==> src/rtl/pf_pixel_shifter.sv <==
// Playfield pixel stage: latches a VRAM tile word, fetches its 4bpp row from ROM, shifts pixels out with fine scroll.
// Latency: tile_ld -> rom_rd next cycle; pixels registered one clk after pix_ce; no backpressure (overrun/underrun flagged).
module pf_pixel_shifter #(
  parameter int ROM_AW = 15,
  parameter int PIX_W  = 4
) (
  input  logic                clk,
  input  logic                rst,
  input  logic                pix_ce,
  input  logic                line_start,
  input  logic                tile_ld,
  input  logic [9:0]          tile_code,
  input  logic [1:0]          tile_bank,
  input  logic                tile_hflip,
  input  logic [3:0]          tile_color,
  input  logic [2:0]          tile_row,
  input  logic [2:0]          fine_x,
  output logic                rom_rd,
  output logic [ROM_AW-1:0]   rom_addr,
  input  logic [8*PIX_W-1:0]  rom_data,
  input  logic                rom_ack,
  output logic [PIX_W-1:0]    pf_pix,
  output logic [3:0]          pf_col,
  output logic                pf_opaque,
  output logic                underrun,
  output logic                overrun
);

  localparam int ROW_W = 8 * PIX_W;

  typedef enum logic [1:0] {IDLE, REQ, HOLD} state_t;

  state_t             state, state_nxt;
  logic [2:0]         phase;
  logic               reload;
  logic               tile_acc, data_cap, ovr_set, und_set;
  logic               hflip_q;
  logic [3:0]         col_q, shift_col, shift_col_nxt;
  logic [ROW_W-1:0]   hold_row, row_in, shifter, shifter_nxt;

  // Reload point: the phase before this pix_ce's update matches the live fine scroll.
  assign reload = pix_ce && (phase == fine_x);
  assign rom_rd = (state == REQ);

  always_comb begin
    row_in = rom_data;
    if (hflip_q) begin
      for (int i = 0; i < 8; i++)
        row_in[i*PIX_W +: PIX_W] = rom_data[(7-i)*PIX_W +: PIX_W];
    end
  end

  always_comb begin
    state_nxt = state;
    tile_acc  = 1'b0;
    data_cap  = 1'b0;
    ovr_set   = 1'b0;
    case (state)
      IDLE: begin
        if (tile_ld) begin
          tile_acc  = 1'b1;
          state_nxt = REQ;
        end
      end
      REQ: begin
        if (rom_ack) begin
          data_cap  = 1'b1;
          state_nxt = HOLD;
        end
        if (tile_ld) ovr_set = 1'b1;
      end
      HOLD: begin
        if (reload) begin
          if (tile_ld) begin
            tile_acc  = 1'b1;
            state_nxt = REQ;
          end else begin
            state_nxt = IDLE;
          end
        end else if (tile_ld) begin
          ovr_set = 1'b1;
        end
      end
      default: state_nxt = IDLE;
    endcase
  end

  // An empty holding register at reload feeds a transparent row and keeps the old colour.
  always_comb begin
    shifter_nxt   = shifter;
    shift_col_nxt = shift_col;
    und_set       = 1'b0;
    if (reload) begin
      if (state == HOLD) begin
        shifter_nxt   = hold_row;
        shift_col_nxt = col_q;
      end else begin
        shifter_nxt = '0;
        und_set     = 1'b1;
      end
    end else if (pix_ce) begin
      shifter_nxt = {shifter[ROW_W-PIX_W-1:0], {PIX_W{1'b0}}};
    end
  end

  always_ff @(posedge clk or negedge rst) begin
    if (!rst) begin
      state     <= IDLE;
      phase     <= 3'd0;
      rom_addr  <= '0;
      hflip_q   <= 1'b0;
      col_q     <= 4'd0;
      hold_row  <= '0;
      shifter   <= '0;
      shift_col <= 4'd0;
      pf_pix    <= '0;
      pf_col    <= 4'd0;
      pf_opaque <= 1'b0;
      underrun  <= 1'b0;
      overrun   <= 1'b0;
    end else begin
      state <= state_nxt;
      if (pix_ce) begin
        phase     <= line_start ? 3'd0 : phase + 3'd1;
        shifter   <= shifter_nxt;
        shift_col <= shift_col_nxt;
        pf_pix    <= shifter_nxt[ROW_W-1 -: PIX_W];
        pf_col    <= shift_col_nxt;
        pf_opaque <= |shifter_nxt[ROW_W-1 -: PIX_W];
      end
      if (tile_acc) begin
        rom_addr <= {tile_bank, tile_code, tile_row};
        hflip_q  <= tile_hflip;
        col_q    <= tile_color;
      end
      if (data_cap) hold_row <= row_in;
      if (und_set)  underrun <= 1'b1;
      if (ovr_set)  overrun  <= 1'b1;
    end
  end

endmodule

==> config.mk <==
export PLATFORM = sky130hd
export DESIGN_NAME = pf_pixel_shifter
export DESIGN_NICKNAME = d
export VERILOG_FILES = /design/src/rtl/pf_pixel_shifter.sv
export SDC_FILE = /design/constraint.sdc
export NUM_CORES = 1
export LEC_CHECK = 0
export BUFFER_PORTS_ARGS = -buffer_cell sky130_fd_sc_hd__buf_2
export CAP_MARGIN = 10
export CORE_AREA = 2 2 79 119
export CTS_CLUSTER_SIZE = 16
export DETAILED_ROUTE_END_ITERATION = 10
export DIE_AREA = 0 0 81 121
export GPL_TIMING_DRIVEN = 0
export PLACE_DENSITY = 0.75
export SYNTH_ARGS = -nofsm -noshare
export SYNTH_HDL_FRONTEND = slang
export SYNTH_SLANG_ARGS = --single-unit
==> constraint.sdc <==
create_clock -name clk -period 1.9 [get_ports clk]
set_input_delay 0.095 -clock clk [delete_from_list [all_inputs] [get_ports clk]]
set_output_delay 0.095 -clock clk [all_outputs]
set_load 0.005 [all_outputs]
== Word-level counts from Yosys, hierarchy flattened ==
Cells that the tools add are included.

* $add $sub $neg: 1
* Eq/ne operators: 6
* Multiplexer cells: 19
* Reduce and logical (&&, ||, !) cells: 7

{| class="wikitable"
|+ Operators by type and width
! cell !! count
|-
| 32-bit 2-to-1 mux || 4
|-
| 1-bit 2-to-1 mux || 8
|-
| 2-bit 2-to-1 mux || 3
|-
| 2-bit case mux with 3 select lines || 1
|-
| 3-bit AND reduction || 2
|-
| 2-bit != test, second input constant || 2
|-
| 1-bit case mux with 2 select lines || 2
|-
| 4-bit OR reduction || 1
|-
| 3-bit by 1-bit adder with 3-bit output, second input constant || 1
|-
| 3-bit equality test || 1
|-
| 3-bit 2-to-1 mux || 1
|-
| 2-bit by 1-bit equality test with 1-bit output, second input constant || 1
|-
| 2-bit equality test, second input constant || 1
|-
| 2-bit zero test || 1
|-
| 2-bit by 1-bit != test with 1-bit output, second input constant || 1
|-
| 2-bit AND reduction || 1
|-
| 2-bit nonzero test || 1
|-
| 1-bit logical AND || 1
|}

* Bits in registers: 96
* Logic and storage cells: 45

== Depth between registers and ports, before layout ==
Gate-level depths: netlist of the first run.

* Word-level depth: 4
* Mapped depth: 7
* Gate-level depth less buffers: 6

== Least setup slack after synthesis of the first run ==
Ideal clock, no wire load.

* Path type: register to register
* Start point: register state[0]
* End point: register col_q[0]
* Library setup time: 125 ps
* Data arrival time: 1,835 ps
* Path slack: -60 ps
* Stages on the path, launching flop included: 8
* Path buffers: 1
* Period minus slack after synthesis: 1,960 ps
* Path through: dfrtp_1 -> inv_1 -> ha_1 -> nand2_1 -> nor4_2 -> o21a_1 -> buf_2 -> mux2_2

* Cells in the longest elaborated chain, start to end: 2
* Elaborated cells on any way between the ends: 3
* Those cells by class: 1 x eq/ne; 1 x mux; 1 x reduce/logical

{| class="wikitable"
|+ Ends and longest elaborated chain
! element !! line !! RTL
|-
| start: declaration || 33 || <nowiki>state_t state, state_nxt;</nowiki>
|-
| start signal: assignment || 122 || <nowiki>state <= state_nxt;</nowiki>
|-
| 2-bit equality test or 2-bit zero test (tied branches) || 58 || <nowiki>case (state)</nowiki>
|-
| 1-bit case mux with 2 select lines * || 58 ||
|-
| end signal: assignment || 134 || <nowiki>col_q <= tile_color;</nowiki>
|-
| end: declaration || 38 || <nowiki>logic [3:0] col_q, shift_col, shift_col_nxt;</nowiki>
|}

Every way passes the cells marked *; elsewhere a longest branch is shown, timed or not.
A chain may end at the register's enable or synchronous reset.

== Worst setup path after layout of the first run ==
* Start point: register phase[0]
* End point: register state[0]

* Cells in the longest elaborated chain, start to end: 4

{| class="wikitable"
|+ Ends and longest elaborated chain
! element !! line !! RTL
|-
| start: declaration || 34 || <nowiki>logic [2:0] phase;</nowiki>
|-
| start signal: assignment || 124 || <nowiki>phase <= line_start ? 3'd0 : phase + 3'd1;</nowiki>
|-
| 3-bit equality test || 42 || <nowiki>assign reload = pix_ce && (phase == fine_x);</nowiki>
|-
| 1-bit logical AND || 42 ||
|-
| 2-bit != test (no source line) || - ||
|-
| 3-bit AND reduction (no source line) || - ||
|}

Every way passes these cells.

==> results by stage, run 1 <==
Yosys:
- The number of flops mapped to enable cells by yosys is 0.
- The share of the synthesized area in the top cell type is 0.5670.
- The multiplexer fraction of the synthesized cell area is 0.1500.
- By count the netlist is led by dfrtp_1 (96), nor2_1 (36), a21oi_1 (35), mux2i_1 (32), nor2b_1 (29).
- Ranked by total cell area, the synthesized netlist is headed by dfrtp_1 (57%), mux2i_1 (7.6%), mux2_2 (7.4%), a221o_1 (6.6%), nor2b_1 (4.3%).
- The synthesized netlist occupies a cell area of 4237 sq um.
- The mean instance size in the synthesized netlist is 11.93 sq um.
- The flip-flop cell with the highest count after synthesis is dfrtp_1.
- The sequential share of the synthesized area is 0.5670.
- Synthesis produced a netlist whose cell count is 355.
- Of the total synthesized cell area, the portion taken by AND, OR, NAND and NOR gates is 0.09303.
- The count of yosys warnings during synthesis is 0.
- The number of storage elements in the synthesis netlist is 96.
- The area fraction in compound gates after synthesis is 0.1279.
- The share of synthesized cell area in full adder, half adder and majority cells is 0.01772.
- After synthesis, the largest family of logic cells by area is multiplexers.
- Of the total synthesized cell area, the portion taken by XOR and XNOR cells is 0.006202.
- Yosys mapped the design onto 28 distinct sky130hd cell types.
- Counting every net in the synthesized netlist gives 422.
- The most common cell in the synthesized netlist is dfrtp_1.
- In the synthesized netlist the async set-or-reset flop fraction comes to 1.000.
- The cell taking the most area after synthesis is dfrtp_1.

Critical path:
- The startpoint of the worst setup timing path is phase[0].
- The critical path ends at state[0].
- The capturing point of the worst reg2reg path is state[0].
- For the worst setup path, the data arrival time is 2170 ps.
- The critical path's slowest cell is or4b_4.
- Counting cells, the worst reg-to-reg path comes to 5.
- The critical path goes through xor2_2 > or4b_4 > a222oi_1 > buf_4 > mux2_4.
- The startpoint class of the critical path is a register.
- The required time at the endpoint of the critical path is 2130 ps.
- The worst setup path is captured at a register.
- For flop-to-flop paths, the worst setup slack is -40 ps.
- For this run, the slowest stage of the critical path takes 540 ps.
- The worst-path maximum fanout is 2.
- The setup path with the least slack is of type register to register.
- The worst register-to-register path begins at phase[0].

GRT:
- The number of global-route vias before repair was 3421.
- Entering global routing, the biggest net connects 65 pins.
- The initial antenna violation count is 0.
- The fraction of met2 tracks used by global routing is 0.3848.
- The first-pass GRT wire length is 16410 um.
- The leftover overflow at the end of global routing is 0.
- The global-route track usage on met3 is 0.04911.
- After global routing, the most crowded layer is met2.
- For met1 alone, demand over resource in global routing was 0.2604.
- The global-route usage over all layers is 0.2229.

Layout:
- The repair_antennas step left the layout with diodes totalling 0.
- At the end of the flow the core is filled with cells to 0.6535.
- The area growth from synthesis to layout is 34.55%.
- The final net count is 552.
- The count of cells in the finished layout, fillers not included, comes to 600.
- The layout has 675 filler cells.
- Of the cells placed in the final design, the portion with a size suffix greater than 1 is 0.3612.

Drt:
- Once detail routing completed, the nets flagged for antenna violations numbered 0.
- The routed wire length is 10410 um.
- Dividing the detail-routed wire length by the instance count gives 17.34 um.
- For this run, design rule violations remaining after detail routing come to 0.
- Before antenna repair, the detailed router went through 4 iterations.
- The total via count in the routed design is 3296.
- The per-cell via count in the routed design is 5.493.
- The violation count after the first detailed-routing iteration is 198.

Power:
- Summed over all nets, the switching power comes to 2.588 mW.
- IR analysis of the VDD net gives a maximum drop of 0.8603 mV.
- The cell-internal power is 5.604 mW.
- The leakage power summed over all cells is 2.773 nW.
- Summing internal, switching and leakage power gives 8.192 mW.
- The share of total power consumed by net switching is 0.3159.
- The proportion of power drawn by flip-flops and latches is 0.405.
- The share of total power dissipated in combinational logic is 0.353.
- Of the total power, the clock network draws 0.241.
- The power density relative to cell area is 1437 nW/um^2.

Floorplan:
- After floorplanning, the core was sized to cover 8723 sq um.
- The floorplan has 42 rows.
- The die is 81 um wide.
- The initial utilization of the core area, before any placement, comes to 0.4857.
- The die covers 9801 sq um.
- The number of I/O pins is 88.
- The floorplan step set the die height to 121 um.

Clock tree:
- The TritonCTS clock tree is done.
- Clock-pin slew was measured on the worst setup and hold paths at 70 ps.
- The later pin in the worst-skew pair is clocked with a latency of 340 ps.
- The total CTS buffers is 9.
- The tree is rooted in a clkbuf_16.
- The clock net in this run drives a total of 96 sinks.
- The longest clock path from root to sink contains 2 buffers.
- CTS built an H-tree with a depth of 3.

Timing:
- Dividing the final minimum period by the clock period gives 1.020.
- The max-slew violation count is 0.
- Setup repair after global routing could not meet its margin everywhere.
- Setup violations remaining at the end of the flow were counted as 2.
- Static timing analysis puts the maximum clock frequency at 515.9 MHz.
- The hold violation count in the final report is 0.
- The final setup slack of the worst path is -38.25 ps.
- The clock period minus worst slack is 1938 ps.
- For the pin with the worst max-slew slack, the measured transition is 465.1 ps.
- Measured against its own limit, the worst slew margin works out to 0.6899.
- The clock arrives with 5.440 ps of skew.
- Adding up every negative setup slack in the final design gives -75.50 ps.
- Hold timing on the final database bottoms out at a slack of 41.38 ps.

Outcome:
- The run finished, with violations left.
- The final reports fail on negative setup slack.

Placed design:
- The final HPWL from detailed placement is 7008 um.
- Input and output buffers added on the ports amount to 86.
- Routability-driven placement finished with a final weighted congestion of 0.8065.
- Including well taps, the total number of placed cells is 552.

Min path:
- In this run the worst hold path is classified as input pin to register.

Flow run:
- The tool flagged a number of max-cap violations equal to 0.
## stage by stage
stage	setup slack, ps	cell area (sq um)
floorplan	-21.90	4245
global placement	-443.5	4813
detailed placement	-479.7	4843
CTS	-72.77	5539
global route	-149.1	5700
finish	-38.25	5700
## worst min-delay path by stage
stage	startpoint	to	slack [ps]	depth (start not counted)
6_report	tile_ld	overrun	40	3
5_1_grt	rom_data[22]	hold_row[22]	70	3
4_1_cts	tile_ld	overrun	30	3
3_5_place_dp	rst	col_q[2]	70	1
3_3_place_gp	tile_code[0]	rom_addr[3]	330	2
2_1_floorplan	rst	col_q[0]	-200	0
## power groups by stage
stage,registers (mW),clock network (mW),logic (mW)
6_report,3.32,1.98,2.89
5_1_grt,3.40,2.08,3.18
4_1_cts,3.29,2.00,2.61
3_5_place_dp,3.31,0,2.42
3_3_place_gp,3.27,0,2.33
2_1_floorplan,3.20,0,1.65
## kinds of logic after synthesis
| group | Yosys count |
|---|---|
| buffers and inverters | 37 |
| muxes | 60 |
| adders and majority gates | 6 |
| and+or+nand+nor | 78 |
| DFF | 96 |
| xor gates and xnor gates | 3 |
| AOI/OAI and AO/OA | 75 |
## flip-flops by register name (all words and copies together) (netlist names)
| signal | count |
|---|---|
| hold_row | 32 |
| shifter | 32 |
| col_q | 4 |
| underrun | 1 |
| state | 2 |
| phase | 3 |
| pf_opaque | 1 |
| hflip_q | 1 |
| rom_addr | 15 |
| shift_col | 4 |
| overrun | 1 |
## area by class of cell
class | instances | area (sq um) | area share
Timing Repair Buffer | 122 | 810.8 | 0.1422
Sequential cell | 96 | 2402 | 0.4214
Clock inverter | 6 | 90.09 | 0.01580
Clock buffer | 10 | 239.0 | 0.04192
Buffer | 25 | 163.9 | 0.02875
Inverter | 9 | 33.78 | 0.005926
Multi-Input combinational cell | 222 | 1823 | 0.3198
Tap cell | 110 | 137.6 | 0.02414
## metal layers
layer,vias to the layer above,wire (um)
met3,22,487
met2,106,5652
met5,-,0
li1,1524,-
met1,1644,4004
met4,0,260
## repair_timing
| action | CTS | global route |
|---|---|---|
| hold endpoints to repair | 52 | 0 |
| setup buffers | 11 | 1 |
| pin swaps | 4 | 5 |
| cloned | 0 | 2 |
| resized for setup | 25 | 36 |
| hold buffers | 21 | 0 |
| endpoints found under the setup margin | 86 | 61 |
## worst max-delay path, delay by kind of cell (launching register included)
kind            cells  cell delay (ps)
compound gates      1              230
xor+xnor            1              160
buf+inv             1              190
flops               1              410
mux                 1              290
simple gates        1              540
## cell usage in the layout (no fill, tap or decap), types with 2 or more instances in the layout
master,Yosys,final
mux2_4,0,22
xor2_2,0,3
nor2_1,36,36
nand2_1,7,6
clkbuf_2,0,7
buf_1,6,2
buf_4,4,18
clkbuf_1,12,3
dlygate4sd3_1,0,21
o22ai_1,4,4
buf_8,0,3
o21ai_0,2,2
mux2_2,28,6
ha_1,6,5
inv_1,9,8
a221o_1,28,28
nor2b_1,29,28
buf_2,6,89
bufinv_16,0,2
a21oi_1,35,35
clkbuf_16,0,11
mux2i_1,32,32
o21bai_1,2,2
dfrtp_1,96,96
inv_6,0,2
No activity file was read; power rests on OpenSTA's default activity.
==> inputs of run 2 (changes only) <==
--- a/config.mk
+++ b/config.mk
@@ -7,2 +7,3 @@
 export LEC_CHECK = 0
+export ABC_CLOCK_PERIOD_IN_PS = 1900
 export BUFFER_PORTS_ARGS = -buffer_cell sky130_fd_sc_hd__buf_2
==> constraint.sdc (replaced) <==
create_clock -name clk -period 1.9 [get_ports clk]
set_input_delay 0.57 -clock clk [delete_from_list [all_inputs] [get_ports clk]]
set_output_delay 0.57 -clock clk [all_outputs]
set_load 0.005 [all_outputs]
==> results by stage, run 2 (synthesized netlist as in run 1, its figures left out) <==
Floorplan:
- The core region is 8723 sq um.
- For this configuration, the core starts out at a cell density of 0.4857.
- The die outline area is 9801 sq um.
- In this run the horizontal extent of the chip is 81 um.
- The vertical extent of the die is 121 um.
- After floorplanning, the core was divided into 42 placement rows.
- During I/O placement, the number of pins put on the boundary was 88.

Power:
- The leakage power summed over all cells is 2.587 nW.
- For this design the ratio of total power to cell area is 1451 nW/um^2.
- The maximum vdd drop is 0.6892 mV.
- The overall power is 7.765 mW.

Layout:
- The fraction of final layout cells sized beyond drive strength 1 is 0.3771.
- The final instance area is 5353 sq um.
- After the last flow step, the layout net total stands at 534.
- Excluding fillers, the count of instances in the completed layout stands at 582.
- The post-route core utilization is 0.6136.
- The largest registers in the layout are hold_row (32), shifter (32), rom_addr (15).
- 0 antenna diodes ended up in the layout.
- The library cell used most frequently in the layout, excluding fill and tap cells, is dfrtp_1.
- The flip-flop and latch area is 2402 sq um.
- The area growth from synthesis to layout is 26.34%.
- The count of fill cells added during filler insertion is 741.
- The area of the multi-input gates is 1740 sq um.
- The library cells used most frequently in the layout, excluding fill and tap cells, are dfrtp_1 (96), buf_2 (91), nor2_1 (36).

Outcome:
- The flow ran to the end, but the final reports show violations.
- The checks that failed: negative setup slack.

Timing:
- For the finished layout, the period the worst path requires is 2006 ps.
- The number of endpoints failing setup at the final stage is 19.
- The worst-case headroom to the max-slew limit is 0.6932.
- Setup repair after global routing could not meet its margin everywhere.
- Derived from the worst setup path, the maximum achievable clock frequency is 498.4 MHz.
- The final worst clock skew is 7.489 ps.
- The hold violation count in the final report is 0.
- The final setup slack of the worst path is -106.2 ps.
- For the pin with the worst max-slew slack, the measured transition is 460.2 ps.
- The period utilization is 1.056.
- The max-slew violation count was 0.

Placed design:
- The weighted congestion at the end of routability-driven global placement is 0.8221.
- Port buffering added 86 buffers.
- After legalization and detailed placement, the total HPWL measured 7085 um.
- The area after detailed placement is 4842 sq um.
- Prior to clock tree synthesis, the placed netlist has a worst setup slack of -846.0 ps.
- The number of placed cells counting well taps is 552.

Drt:
- Dividing the detail-routed wire length by the instance count gives 17.19 um.
- Once detail routing completed, the nets flagged for antenna violations numbered 0.
- The length of the first detailed-routing pass in iterations is 4.
- The number of DRC violations after detailed routing is 0.
- After detailed routing, the total wire length is 10010 um.
- Across all layers, the routed design uses 3187 vias.
- After the first detailed-routing iteration, the DRC count stood at 195.
- The per-cell via count in the routed design is 5.476.

Min path:
- The worst hold-check path type is input pin to async pin.

Clock tree:
- The clock passes through at most 2 buffers.
- The clock transition at the registers of the reported paths is 70 ps.
- The number of clock buffers added by TritonCTS is 9.
- The count of clock tree sinks is 96.
- The root buffer cell is clkbuf_16.
- The TritonCTS clock tree is done.
- The later-pin clock latency in the skew report is 340 ps.
- The depth of the CTS H-tree is 3.

Critical path:
- The critical path's slowest cell is or4b_4.
- In this design, the stage delay of the slowest critical-path cell is 560 ps.
- Walking the worst path, the cells encountered are xor2_2 > or4b_4 > a222oi_1 > buf_4 > mux2_4.
- The required time at the endpoint of the critical path is 2120 ps.
- The startpoint class of the critical path is a register.
- The data arrival at the endpoint of the critical path is 2230 ps.
- The worst-path maximum fanout is 3.
- The worst setup path is captured at a register.
- The category of the critical setup timing path is register to register.

GRT:
- The number of global-route vias before repair came to 3398.
- The leftover overflow at the end of global routing is 0.
- The initial antenna violation count was 0.
- The first global-routing pass estimated 16240 um of wire.
- The global-route usage over all layers is 0.2201.
- Entering global routing, the biggest net connects 69 pins.

Flow run:
- Across the run, the number of max-cap violations was 0.
-- run 2: cell types whose count changed in the layout (fill, tap and decap cells not counted), sizes merged --
cell,previous run,this run
clkinv,1,0
buf,113,118
clkinvlp,1,3
dlygate4sd3,21,0
inv,11,9
bufinv,2,1
-- run 2: path summary, 6_finish.rpt --
path	start	end	slack (ps)	depth (start not counted)
max	phase[0]	state[1]	-110	5
min	rst	rom_addr[11]	160	1
max reg2reg	phase[0]	state[1]	-110	5
min reg2reg	overrun	overrun	470	1
max in group asynchronous	rst	hold_row[25]	1080	2
min in group clk	tile_row[2]	rom_addr[2]	460	2
-- run 2: stage by stage --
step	hold WS [ps]	TNS [ps]
3_5_place_dp	460.0	-38930
3_3_place_gp	455.5	-92330
2_1_floorplan	274.4	-3699
4_1_cts	158.7	-407.4
6_report	159.5	-705.8
5_1_grt	183.0	-2642
-- run 2: what timing repair did --
action                     in CTS  in global routing
buffers inserted               10                  4
gates resized for setup        24                 13
cloned                          1                  1
hold buffers                    0                  0
setup endpoints to repair      86                 53
pin swaps                       5                  4
-- run 2: layout make-up --
class | count | area share
buffer | 26 | 0.02828
clock buffer | 12 | 0.04792
clock inverter | 4 | 0.009818
inverter | 9 | 0.006311
multi-input combinational | 222 | 0.3252
sequential | 96 | 0.4488
tap | 110 | 0.02571
timing repair buffer | 103 | 0.1080
-- run 2: power breakdown --
part / switching (mW) / internal, mW
Clock: 0.738 / 1.09
Combinational: 1.27 / 1.38
Sequential: 0.466 / 2.82
Total: 2.48 / 5.29
-- run 2: worst max-delay path: cells and delay by family, from the launching register on --
family                 cells  cell delay [ps]
AND/OR/NAND/NOR            1              560
buffers and inverters      1              200
AO/OA/AOI/OAI              1              250
XOR/XNOR                   1              190
flip-flops                 1              400
multiplexers               1              300
-- run 2: metal layers --
metal / track usage / share of wire / up-vias
met3: 0.02679 / 0.032 / 19
met2: 0.3864 / 0.54 / 75
met1: 0.2572 / 0.40 / 1615
met4: 0.1155 / 0.027 / 0
li1: - / - / 1478
met5: 0 / 0 / -
==> inputs of run 3 (changes only) <==
Settings changed: CORE_AREA 2 2 79 119 to 2 2 96 98, DIE_AREA 0 0 81 121 to 0 0 98 100.
==> results by stage, run 3 (synthesized netlist as in run 1, its figures left out) <==
Layout:
- In the final layout, the registers with the most flip-flops are hold_row (32), shifter (32), rom_addr (15).
- The repair_antennas step left the layout with diodes totalling 0.
- The final net count is 541.
- Of the cells placed in the final design, the portion with a size suffix greater than 1 is 0.3912.
- From synthesis to final layout, the design area changed by 28.74%.
- The most common library cell in the layout ignoring fill and taps is dfrtp_1.
- Excluding fillers, the count of instances in the completed layout stands at 589.
- In the layout the commonest cells are dfrtp_1 (94), buf_2 (88), nor2_1 (36).

Drt:
- The length of the first detailed-routing pass in iterations is 4.
- After detailed routing, the average wire length per cell comes to 17.14 um.
- The number of DRC violations after detailed routing is 0.
- The total via count in the routed design is 3223.
- The routed design has 10100 um of wire.
- Dividing the detail-routed via count by the number of cells gives 5.472.
- The post-route antenna net violation count is 0.
- The detailed router finished its first iteration with 187 violations.

Timing:
- Derived from the worst setup path, the maximum achievable clock frequency is 498.9 MHz.
- The period utilization is 1.055.
- The max-slew violation count is 0.
- Across all setup checks in the final design, the least slack found is -104.6 ps.
- Setup violations remaining at the end of the flow were counted as 22.
- For the final database, setup skew stands at 13.04 ps.
- The worst path in the final design needs a cycle of 2005 ps, including I/O delays and setup.
- For the pin with the worst max-slew slack, the measured transition is 466.3 ps.
- The worst-case headroom to the max-slew limit is 0.6892.
- The hold violation count in the final report came to 0.
- Setup repair after global routing could not meet its margin everywhere.

Floorplan:
- In this run the standard cell core region covers 8890 sq um.
- In this run the count of I/O pins placed on the die edge is 88.
- In this run the horizontal extent of the chip is 98 um.
- In this run the core area contains 35 standard-cell rows.
- The die outline area is 9800 sq um.
- From bottom edge to top edge, the die measures 100 um.
- The initial utilization of the core area, before any placement, comes to 0.4766.

GRT:
- Entering global routing, the biggest net connects 63 pins.
- For this run, global-route usage on met3 was measured as 0.05014.
- After global routing the overflow that remains totals 0.
- The global routing stage identified its most utilized layer as met2.
- Across every metal layer, demand over resource in global routing totals 0.2076.
- The initial antenna violation count was 0.
- The number of global-route vias before repair is 3220.
- The fraction of met2 tracks used by global routing is 0.3298.
- For this run, global-route usage on met1 was measured as 0.2701.
- The first-pass GRT wire length is 15900 um.

Power:
- Summed over all cells, the static leakage comes to 2.679 nW.
- The maximum vdd drop is 0.6977 mV.
- The power density relative to cell area is 1414 nW/um^2.

Critical path:
- The endpoint class of the critical path is a register.
- The category of the critical setup timing path is register to register.
- The startpoint class of the critical path is a register.
- STA puts the critical path data arrival time at 2250 ps.
- The worst-path maximum fanout is 3.
- The required time at the endpoint of the critical path is 2150 ps.

Clock tree:
- The later-pin clock latency in the skew report is 360 ps.
- TritonCTS built the clock tree.
- After clock tree synthesis, the clock-pin slew on the worst setup and hold paths is 90 ps.
- The tree is rooted in a clkbuf_8.
- The depth of the CTS H-tree is 3.
- The maximum clock path buffer count is 2.
- The clock drives 96 sinks.
- Counting the buffers created by CTS gives 9.

Placed design:
- The weighted congestion at the end of routability-driven global placement is 0.8071.
- Before CTS, the worst setup slack after placement is -831.0 ps.
- The number of placed cells counting well taps is 553.
- The number of buffer cells added on primary ports is 86.
- After legalization and detailed placement, the total HPWL measured 6754 um.

Flow run:
- The count of max-cap constraint violations is 0.

Min path:
- The worst hold-check path type is input pin to async pin.

Outcome:
- The checks that failed: negative setup slack.
- The run finished, with violations left.
-- run 3: cell types whose count changed in the layout (fill, tap and decap cells not counted), moves of 2 or more --
cell        previous run  this run
mux2_2                26         6
mux2_4                 2        22
clkbuf_16              9         0
clkbuf_8               2        11
buf_4                 22        26
buf_2                 91        88
buf_6                  2         5
clkinvlp_4             3         0
buf_8                  0         2
dfrtp_1               96        94
dfrtp_2                0         2
-- run 3: area by class of cell --
| class | instances | area, sq um |
|---|---|---|
| inverters | 9 | 33.78 |
| clock buffers | 12 | 155.1 |
| clock inverters | 3 | 65.06 |
| multi-input cells | 222 | 1841 |
| flip-flops and latches | 96 | 2405 |
| fillers | 711 | 3436 |
| plain buffers | 27 | 178.9 |
| well taps | 111 | 138.9 |
| repair buffers | 109 | 636.9 |
-- run 3: final timing paths --
kind | depth (start not counted) | start | slack, ps | endpoint
max in group asynchronous | 2 | rst | 1100 | hold_row[7]
min in group clk | 2 | tile_code[7] | 440 | rom_addr[10]
worst max register to register | 5 | phase[0] | -100 | state[0]
worst max-delay path | 5 | phase[0] | -100 | state[0]
worst min register to register | 1 | overrun | 480 | overrun
worst min-delay path | 1 | rst | 150 | hold_row[21]
-- run 3: through the flow --
stage / power, mW / TNS (ps) / instance area [sq um] / hold WS, ps / utilization
3_5_place_dp: 5.709 / -34690 / 4843 / 456.9 / 0.5448
2_1_floorplan: 4.848 / -3699 / 4244 / 274.4 / -
6_report: 7.711 / -346.1 / 5454 / 148.4 / 0.6135
5_1_grt: 8.188 / -1748 / 5454 / 174.2 / 0.6135
3_3_place_gp: 5.582 / -95890 / 4813 / 454.1 / 0.5415
4_1_cts: 7.495 / -592.6 / 5289 / 161.3 / 0.5949
-- run 3: where the power goes --
group          switching, mW  internal (mW)  leakage [nW]
registers              0.480           2.82          1.17
logic                   1.31           1.61          1.39
clock network          0.681          0.805         0.112
-- run 3: layer usage --
metal,routed length [um],vias up
li1,-,1497
met2,5010,86
met4,285,0
met3,481,22
met5,0,-
met1,4321,1618
-- run 3: critical path, stage by stage, from the launching register on --
cell and delay [ps]:
dfrtp_2 450, xor2_4 180, or4b_4 530, a222oi_1 240, buf_4 190, mux2_4 300
-- run 3: timing repair --
item / 4_1_cts / 5_1_grt
cloned: 2 / 0
setup buffers: 14 / 6
hold buffers: 0 / 0
endpoints found under the hold margin: 0 / 0
endpoints found under the setup margin: 86 / 71
pin swaps: 7 / 4
gates resized for setup: 35 / 41
